<file path="src/rtl/lsu_rmw_if.sv">
// Load/store request and response bundle between the core and lsu_rmw.
// Handshake: a request transfers on a rising edge where req_valid && req_ready; the
// response is a single-cycle rsp_valid pulse with no back-pressure, and
// rsp_rdata/rsp_err are meaningful only while rsp_valid is high.
interface lsu_rmw_if;
  logic        req_valid;
  logic        req_ready;
  logic        req_we;
  logic [2:0]  req_funct3;
  logic [31:0] req_addr;
  logic [31:0] req_wdata;
  logic        rsp_valid;
  logic [31:0] rsp_rdata;
  logic        rsp_err;
  logic        busy;

  modport master (
    output req_valid, req_we, req_funct3, req_addr, req_wdata,
    input  req_ready, rsp_valid, rsp_rdata, rsp_err, busy
  );

  modport slave (
    input  req_valid, req_we, req_funct3, req_addr, req_wdata,
    output req_ready, rsp_valid, rsp_rdata, rsp_err, busy
  );
endinterface

</file>
<file path="src/rtl/lsu_rmw.sv">
// RV32I load/store unit over a private word memory; byte and halfword stores
// are done as read-modify-write of the containing word.
module lsu_rmw #(
  parameter int DEPTH_LOG2 = 6
) (
  input  logic       clk,
  input  logic       reset,
  lsu_rmw_if.slave   bus,
  output logic [1:0] o_dbg_state
);
  localparam int AW = DEPTH_LOG2 + 2;

  typedef enum logic [1:0] {IDLE = 2'd0, RD = 2'd1, WR = 2'd2, RESP = 2'd3} state_t;

  state_t                r_state;
  state_t                w_next;
  logic                  r_we;
  logic [2:0]            r_f3;
  logic [AW-1:0]         r_addr;
  logic [31:0]           r_wdata;
  logic                  r_err;
  logic [31:0]           r_rdata;
  logic [31:0]           r_mem [0:(1<<DEPTH_LOG2)-1];

  logic                  w_accept;
  logic                  w_f3_ok;
  logic                  w_misalign;
  logic                  w_range;
  logic                  w_err_in;
  logic [DEPTH_LOG2-1:0] w_idx;
  logic [7:0]            w_byte;
  logic [15:0]           w_half;
  logic [31:0]           w_wword;
  logic [31:0]           w_ldata;

  assign w_accept = bus.req_valid && (r_state == IDLE);

  always_comb begin
    w_f3_ok = 1'b0;
    case (bus.req_funct3)
      3'b000, 3'b001, 3'b010: w_f3_ok = 1'b1;
      3'b100, 3'b101:         w_f3_ok = !bus.req_we;
      default:                w_f3_ok = 1'b0;
    endcase
  end

  assign w_misalign = ((bus.req_funct3[1:0] == 2'b01) && bus.req_addr[0]) ||
                      ((bus.req_funct3[1:0] == 2'b10) && (bus.req_addr[1:0] != 2'b00));
  assign w_range    = |(bus.req_addr >> AW);
  assign w_err_in   = !w_f3_ok || w_misalign || w_range;

  // Request fields are frozen at acceptance; the core may change them freely afterwards.
  always_ff @(posedge clk or posedge reset) begin
    if (reset) begin
      r_we    <= 1'b0;
      r_f3    <= 3'b000;
      r_addr  <= '0;
      r_wdata <= '0;
      r_err   <= 1'b0;
    end else if (w_accept) begin
      r_we    <= bus.req_we;
      r_f3    <= bus.req_funct3;
      r_addr  <= bus.req_addr[AW-1:0];
      r_wdata <= bus.req_wdata;
      r_err   <= w_err_in;
    end
  end

  always_ff @(posedge clk or posedge reset) begin
    if (reset) r_state <= IDLE;
    else       r_state <= w_next;
  end

  always_comb begin
    w_next = r_state;
    case (r_state)
      IDLE: begin
        if (w_accept) begin
          if (w_err_in)                                          w_next = RESP;
          else if (bus.req_we && (bus.req_funct3[1:0] == 2'b10)) w_next = WR;
          else                                                   w_next = RD;
        end
      end
      RD:      w_next = r_we ? WR : RESP;
      WR:      w_next = RESP;
      RESP:    w_next = IDLE;
      default: w_next = IDLE;
    endcase
  end

  assign w_idx = r_addr[AW-1:2];

  // No reset here: contents survive reset, and an async reset during WR has already
  // moved the state to IDLE before the write edge arrives.
  always_ff @(posedge clk) begin
    if (r_state == WR) r_mem[w_idx] <= w_wword;
    if (r_state == RD) r_rdata      <= r_mem[w_idx];
  end

  assign w_byte = r_rdata[{r_addr[1:0], 3'b000} +: 8];
  assign w_half = r_rdata[{r_addr[1], 4'b0000} +: 16];

  always_comb begin
    w_wword = r_rdata;
    case (r_f3[1:0])
      2'b00:   w_wword[{r_addr[1:0], 3'b000} +: 8] = r_wdata[7:0];
      2'b01:   w_wword[{r_addr[1], 4'b0000} +: 16] = r_wdata[15:0];
      default: w_wword = r_wdata;
    endcase
  end

  always_comb begin
    w_ldata = r_rdata;
    case (r_f3)
      3'b000:  w_ldata = {{24{w_byte[7]}}, w_byte};
      3'b001:  w_ldata = {{16{w_half[15]}}, w_half};
      3'b100:  w_ldata = {24'h000000, w_byte};
      3'b101:  w_ldata = {16'h0000, w_half};
      default: w_ldata = r_rdata;
    endcase
  end

  assign bus.req_ready = (r_state == IDLE);
  assign bus.busy      = (r_state != IDLE);
  assign bus.rsp_valid = (r_state == RESP);
  assign bus.rsp_err   = (r_state == RESP) && r_err;
  assign bus.rsp_rdata = ((r_state == RESP) && !r_err && !r_we) ? w_ldata : 32'h0;
  assign o_dbg_state   = r_state;
endmodule

</file>
<file path="src/flat_wrapper.sv">
// flat-port wrapper written by rule: the top's interface ports become plain ports
module lsu_rmw_flat 
#(
  parameter int DEPTH_LOG2 = 6
)
  (clk, reset, o_dbg_state, bus_req_valid, bus_req_we, bus_req_funct3, bus_req_addr, bus_req_wdata, bus_req_ready, bus_rsp_valid, bus_rsp_rdata, bus_rsp_err, bus_busy);
  lsu_rmw_if bus_i ();
  input  logic clk;
  input  logic reset;
  output logic [1:0] o_dbg_state;
  input wire logic [$bits(bus_i.req_valid)-1:0] bus_req_valid;
  input wire logic [$bits(bus_i.req_we)-1:0] bus_req_we;
  input wire logic [$bits(bus_i.req_funct3)-1:0] bus_req_funct3;
  input wire logic [$bits(bus_i.req_addr)-1:0] bus_req_addr;
  input wire logic [$bits(bus_i.req_wdata)-1:0] bus_req_wdata;
  output wire logic [$bits(bus_i.req_ready)-1:0] bus_req_ready;
  output wire logic [$bits(bus_i.rsp_valid)-1:0] bus_rsp_valid;
  output wire logic [$bits(bus_i.rsp_rdata)-1:0] bus_rsp_rdata;
  output wire logic [$bits(bus_i.rsp_err)-1:0] bus_rsp_err;
  output wire logic [$bits(bus_i.busy)-1:0] bus_busy;
  assign bus_i.req_valid = bus_req_valid;
  assign bus_i.req_we = bus_req_we;
  assign bus_i.req_funct3 = bus_req_funct3;
  assign bus_i.req_addr = bus_req_addr;
  assign bus_i.req_wdata = bus_req_wdata;
  assign bus_req_ready = bus_i.req_ready;
  assign bus_rsp_valid = bus_i.rsp_valid;
  assign bus_rsp_rdata = bus_i.rsp_rdata;
  assign bus_rsp_err = bus_i.rsp_err;
  assign bus_busy = bus_i.busy;
  lsu_rmw #(.DEPTH_LOG2(DEPTH_LOG2)) u_core (.clk(clk), .reset(reset), .bus(bus_i), .o_dbg_state(o_dbg_state));
endmodule
</file>
<file path="config.mk">
export PLATFORM = sky130hd
export DESIGN_NAME = lsu_rmw_flat
export DESIGN_NICKNAME = d
export VERILOG_FILES = /design/src/rtl/lsu_rmw_if.sv /design/src/rtl/lsu_rmw.sv /design/src/flat_wrapper.sv
export SDC_FILE = /design/constraint.sdc
export NUM_CORES = 2
export LEC_CHECK = 0
export BUFFER_PORTS_ARGS = -buffer_cell sky130_fd_sc_hd__clkbuf_2
export CAP_MARGIN = 40
export CORE_MARGIN = 2
export CORE_UTILIZATION = 31
export CTS_BUF_LIST = sky130_fd_sc_hd__clkbuf_16
export DETAILED_ROUTE_END_ITERATION = 10
export GPL_TIMING_DRIVEN = 0
export PLACE_DENSITY = 0.51
export SYNTH_ARGS = -nofsm -noshare
export SYNTH_HDL_FRONTEND = slang
export SYNTH_SLANG_ARGS = --single-unit
</file>
<file path="constraint.sdc">
create_clock -name clk -period 6.4 [get_ports clk]
set_input_delay 0.32 -clock clk [delete_from_list [all_inputs] [get_ports clk]]
set_output_delay 0.32 -clock clk [all_outputs]
set_load 0.05 [all_outputs]
</file>
Yosys cells after proc, flatten, opt, wreduce, memory -nomap -nowiden
Memory sizes are Yosys's and may differ from the RTL's. A register that Yosys moved wholly into a read port is not among the register bits.
Cells that the tools add are included.
{"block": "classes", "n_shift": 6, "reduce_logical": 23, "eq_ne": 14, "n_addsub": 2, "n_mux": 13}
{"op": "32-bit case mux with 4 select lines", "count": 1}
{"op": "32-bit bitwise mux", "count": 2}
{"op": "32-bit case mux with 2 select lines", "count": 1}
{"op": "32-bit two-way mux", "count": 1}
{"op": "16-bit by 7-bit variable shift with 32-bit output (first input constant)", "count": 1}
{"op": "8-bit by 7-bit variable shift with 32-bit output (first input constant)", "count": 1}
{"op": "16-bit by 7-bit variable part select with 32-bit output", "count": 1}
{"op": "32-bit by 6-bit variable part select with 16-bit output", "count": 1}
{"op": "32-bit by 6-bit variable part select with 8-bit output", "count": 1}
{"op": "8-bit by 7-bit variable part select with 32-bit output", "count": 1}
{"op": "24-bit OR reduction", "count": 1}
{"op": "5-bit negator with 7-bit output", "count": 2}
{"op": "3-bit == test (second input constant)", "count": 4}
{"op": "2-bit case mux with 4 select lines", "count": 1}
{"op": "1-bit logical AND", "count": 7}
{"op": "2-bit by 1-bit == test with 1-bit output (second input constant)", "count": 3}
{"op": "2-bit == test (second input constant)", "count": 3}
{"op": "3-bit by 1-bit == test with 1-bit output (second input constant)", "count": 2}
{"op": "3-bit zero test", "count": 2}
{"op": "2-bit two-way mux", "count": 3}
{"op": "1-bit zero test", "count": 4}
{"op": "2-bit zero test", "count": 2}
{"op": "2-bit nonzero test", "count": 2}
{"op": "3-bit by 2-bit == test with 1-bit output (second input constant)", "count": 1}
{"op": "other kinds (6)", "count": 10}
{"block": "word_totals", "in_bits": 71, "ram_bits": 2048, "ff_bits": 47, "n_memories": 1, "wordCells": 65, "output_inout_bits": 38}
{"memory": "u_core.r_mem", "words": 64, "width": 32, "rd": 1, "rd_ports_with_merged_regs": 1, "write_ports": 1, "line_no": "lsu_rmw.sv:23", "source": "logic [31:0] r_mem [0:(1<<DEPTH_LOG2)-1];"}

Depth between registers and ports, before layout
{"block": "logic_depth", "word_depth": 9, "depth_mapped": 11, "depth_no_buf": 7}

Worst setup path after synthesis
Ideal clock, no wire load.
{"block": "synth_path", "path_kind": "register -> register", "start": "reg u_core.r_addr[0]", "end": "mem u_core.r_mem[0][16], data pin", "setup_ps": 702, "period_less_slack_ps": 4862, "required_ps": 5698, "path_stages_with_launch": 9, "setup_slack_ps": 1538, "path_buffers": 1, "t_arrival_ps": 4161, "cell_sequence": "dfrtp_1 clkbuf_1 inv_1 ha_1 nand2_1 nor3_1 a21o_1 a22oi_1 o21ai_0"}
{"block": "synth_via", "elab_chain_len": 4, "elab_cells_between_ends": 5, "classes_between": "add/sub (1); shift (2); mux (2)"}
{"item": "start: declaration", "line_no": "lsu_rmw.sv:19", "source": "logic [AW-1:0] r_addr;"}
{"item": "start signal: assignment", "line_no": "lsu_rmw.sv:63", "source": "r_addr <= bus.req_addr[AW-1:0];"}
{"item": "5-bit negator with 7-bit output *", "line_no": "lsu_rmw.sv:106", "source": "2'b00: w_wword[{r_addr[1:0], 3'b000} +: 8] = r_wdata[7:0];"}
{"item": "8-bit by 7-bit variable part select with 32-bit output / 8-bit by 7-bit variable shift with 32-bit output (equally long branches)", "line_no": "lsu_rmw.sv:106"}
{"item": "32-bit bitwise mux *", "line_no": "lsu_rmw.sv:106"}
{"item": "32-bit case mux with 2 select lines *", "line_no": "lsu_rmw.sv:105", "source": "case (r_f3[1:0])"}
{"item": "net u_core.w_wword[16]", "line_no": "lsu_rmw.sv:33", "source": "logic [31:0] w_wword;"}
{"item": "end: declaration", "line_no": "lsu_rmw.sv:23"}
Mark *: on every way through the listed nets, which the timed path passes. The rest lies on a longest branch.

Worst setup path after layout
{"block": "layout_path", "start": "reg u_core.r_addr[3]", "end": "mem u_core.r_mem[16][14] (enable)"}
No word-level cell before the write port.

==> results.py <==
metrics = {
    "yosys": {
        "synth_warnings": 0,
        "synthXorXnorAreaFrac_pct": 0,
        "synth_area_leaders": "edfxtp_1 76%, a22oi_1 4.6%, a221oi_1 2.2%",
        "synthCells": 4874,
        "synth_area_per_cell_sq_um": 16.9,
        "ys_types": 73,
        "synth_fa_ha_area_share_pct": 0.137,
        "synth_async_sr_flop_share_pct": 2.21,
        "ys_seq_elements": 2127,
        "synth_top_area_share_pct": 75.9,
        "synth_ff_type": "edfxtp_1",
        "synth_mux_area_share_pct": 4.53,
        "synth_area_sq_um": 82300,
        "synth_compound_area_share_pct": 13.1,
        "synthSimpleGateAreaFrac_pct": 2.74,
        "synth_seq_area_share_pct": 77.3,
        "synth_top_family_by_area": "compound AO/OA/AOI/OAI gates",
        "yosysTopAreaCell": "edfxtp_1",
        "synth_fp_nets": 4954,
        "synth_edf_count": 2080,
    },
    "timing": {
        "hold_viol": 0,
        "hold_ws_ns": 0.0504,
        "fin_skew_ns": 0.0550,
        "rsz0062_at_grt": "no",
        "maxSlewHeadroom_pct": 30.6,
        "drv_slew": 0,
        "worst_slack_ns": 0.884,
        "max_freq_mhz": 181,
        "period_minus_slack_ns": 5.52,
        "timing.final.crit_share_pct": 86.2,
        "setup_viol_count_final": 0,
        "tightest_slew_ns": 1.04,
    },
    "placement": {
        "dp_slack_ns": 1.22,
        "dp_hpwl_microns": 221000,
        "port-buffer-count": 108,
        "gp_congestion": 0.959,
    },
    "floorplanning": {
        "die_height_microns": 519,
        "row_count": 189,
        "die_area_sq_um": 270000,
        "coreArea_sq_um": 265000,
        "start_util_pct": 31.1,
        "pin_count": 109,
        "die-width_microns": 519,
    },
    "grt": {
        "antenna_found_initial": 27,
        "grt_pass1_wl_microns": 416000,
        "grt_max_degree": 65,
        "grt_overflow_total": 0,
        "first_global_vias": 50000,
        "track_usage_pct": 22.2,
    },
    "hold_path": {
        "whs_path_depth": 5,
        "hold_path.class": "input pin to flop",
        "min-delay-start": "bus_req_addr[28]",
    },
    "clock_tree": {
        "cts_inserted_buffers": 212,
        "clock-sinks": 2127,
        "clk_pin_slew_ns": 0.06,
        "clock_latency_ns": 0.89,
        "cts_tree": "done",
        "clk_path_buf_depth": 3,
        "post_cts_resized": 0,
        "cts-root-buf": "clkbuf_16",
        "htree_levels": 4,
    },
    "worst_setup_path": {
        "r2r_cells": 8,
        "cpLargestDelayFamily": "buffers and inverters",
        "startpoint": "u_core.r_addr[3]",
        "end_kind": "flop",
        "cp_cell_sequence": "buf_4, nor2_2, buf_2, buf_1, buf_1, nand2_1, nor2_4, buf_16",
        "reg2reg_from": "u_core.r_addr[3]",
        "slowest_delay_ns": 0.96,
        "path_class": "flop to flop",
        "critPathMaxFanout": 18,
        "startpoint_type": "flop",
        "crit_cells": 8,
        "required_ns": 6.95,
        "critPathArrivalTime_ns": 6.07,
        "crit_path_frequent_cell": "buf_1",
        "crit_buf_inv": 5,
        "slowest_stage": "nor2_4",
    },
    "route": {
        "antenna_left": 0,
        "vias_per_cell": 5.70,
        "initialDrtViolationCount": 7675,
        "avgRoutedWirePerCell_microns": 33.6,
        "vias": 52400,
        "wl_microns": 308000,
        "remaining_drc_errors": 0,
        "dr.pass1.iters": 6,
    },
    "layout": {
        "layout-drive-gt1-share_pct": 18.4,
        "utilization_pct": 37.5,
        "final_cell_mix": "2080 x edfxtp_1, 503 x a22oi_1, 212 x clkbuf_16",
        "areaGrowthSynthToFinish_pct": 20.6,
        "num-nets-final": 5543,
        "final_common_cell": "edfxtp_1",
    },
    "run_status": {
        "status": "finished, final reports clean",
    },
    "power": {
        "vdd_ir_drop_max_mv": 0.430,
        "power.density_nw_per_um2": 564,
        "leakagePower_nw": 31.5,
    },
    "flow_run": {
        "cap_viol_max_count": 0,
    },
}
==> kinds of logic after synthesis <==
| family | after synthesis |
|---|---|
| buf+inv | 419 |
| fa+ha+maj | 9 |
| compound gates | 1491 |
| mux | 344 |
| simple gates | 484 |
| flops | 2127 |
==> path summary, 6_finish.rpt <==
kind                                    endpoint  slack (ns)
setup reg to reg            u_core.r_mem[16][14]        0.88
min in group asynchronous      u_core.r_wdata[3]        0.12
hold / removal             u_core.o_dbg_state[1]        0.05
setup / recovery            u_core.r_mem[16][14]        0.88
max in group asynchronous       u_core.r_addr[3]        5.61
hold reg to reg               u_core.r_wdata[29]        0.52
==> power by group <==
| group | internal (W) | switching [W] |
|---|---|---|
| clock network | 0.00680 | 0.00550 |
| logic | 0.00579 | 0.0176 |
| registers | 0.0199 | 0.000463 |
| total | 0.0325 | 0.0235 |
==> synth_stat cells (all sizes together) (44+ instances only) <==
master / n
o22ai: 182
a221oi: 217
a211oi: 96
o21ai: 180
clkbuf: 183
nand2: 107
dfrtp: 47
mux2: 162
a21oi: 147
edfxtp: 2080
a22oi: 503
nor3: 46
buf: 191
inv: 44
nor2: 214
mux2i: 175
==> per-stage QoR <==
stage               instances  setup TNS [ns]  area (sq um)  power, W
detailed placement       8728               0         91900    0.0431
finish                   9185               0         99300    0.0560
global placement         8515        -3020.73         87300    0.0411
floorplan                4874               0         82300    0.0304
CTS                      9169               0         99200    0.0553
global route             9175               0         99200    0.0571
==> cell type report <==
type	instances	area, sq um
Fill cell	24500	165000
Sequential cell	2127	63600
Multi-Input combinational cell	2328	17500
Clock buffer	212	5310
Timing Repair Buffer	375	5040
Tap cell	3533	4420
Buffer	374	1650
Clock inverter	178	1500
Inverter	45	174
Antenna cell	13	32.5
==> registers in the layout, indices dropped and copies added, names as in the netlist <==
| register | flops |
|---|---|
| u_core.o_dbg_state | 2 |
| u_core.r_wdata | 32 |
| u_core.r_rdata | 32 |
| u_core.r_err | 1 |
| u_core.r_f3 | 3 |
| u_core.r_addr | 8 |
| u_core.r_we | 1 |
| u_core.r_mem | 2048 |
==> worst register-to-register path: cells and delay by family (launching register included) <==
family	cells	cell delay, ns
buffers and inverters	5	2.37
AND/OR/NAND/NOR	3	2.13
flip-flops	1	0.67
==> routing by layer <==
metal	up-vias	wire length (microns)	global-route usage, %
li1	21400	-	-
met1	27300	124000	29.6
met2	3079	136000	33.3
met3	617	33400	6.34
met4	8	15500	10.0
met5	-	52	0
==> repair_timing <==
action,4_1_cts,5_1_grt
buffers inserted,0,0
endpoints found under the hold margin,78,0
hold buffers,51,0
Note: power is estimated with default switching activity, not from simulation.
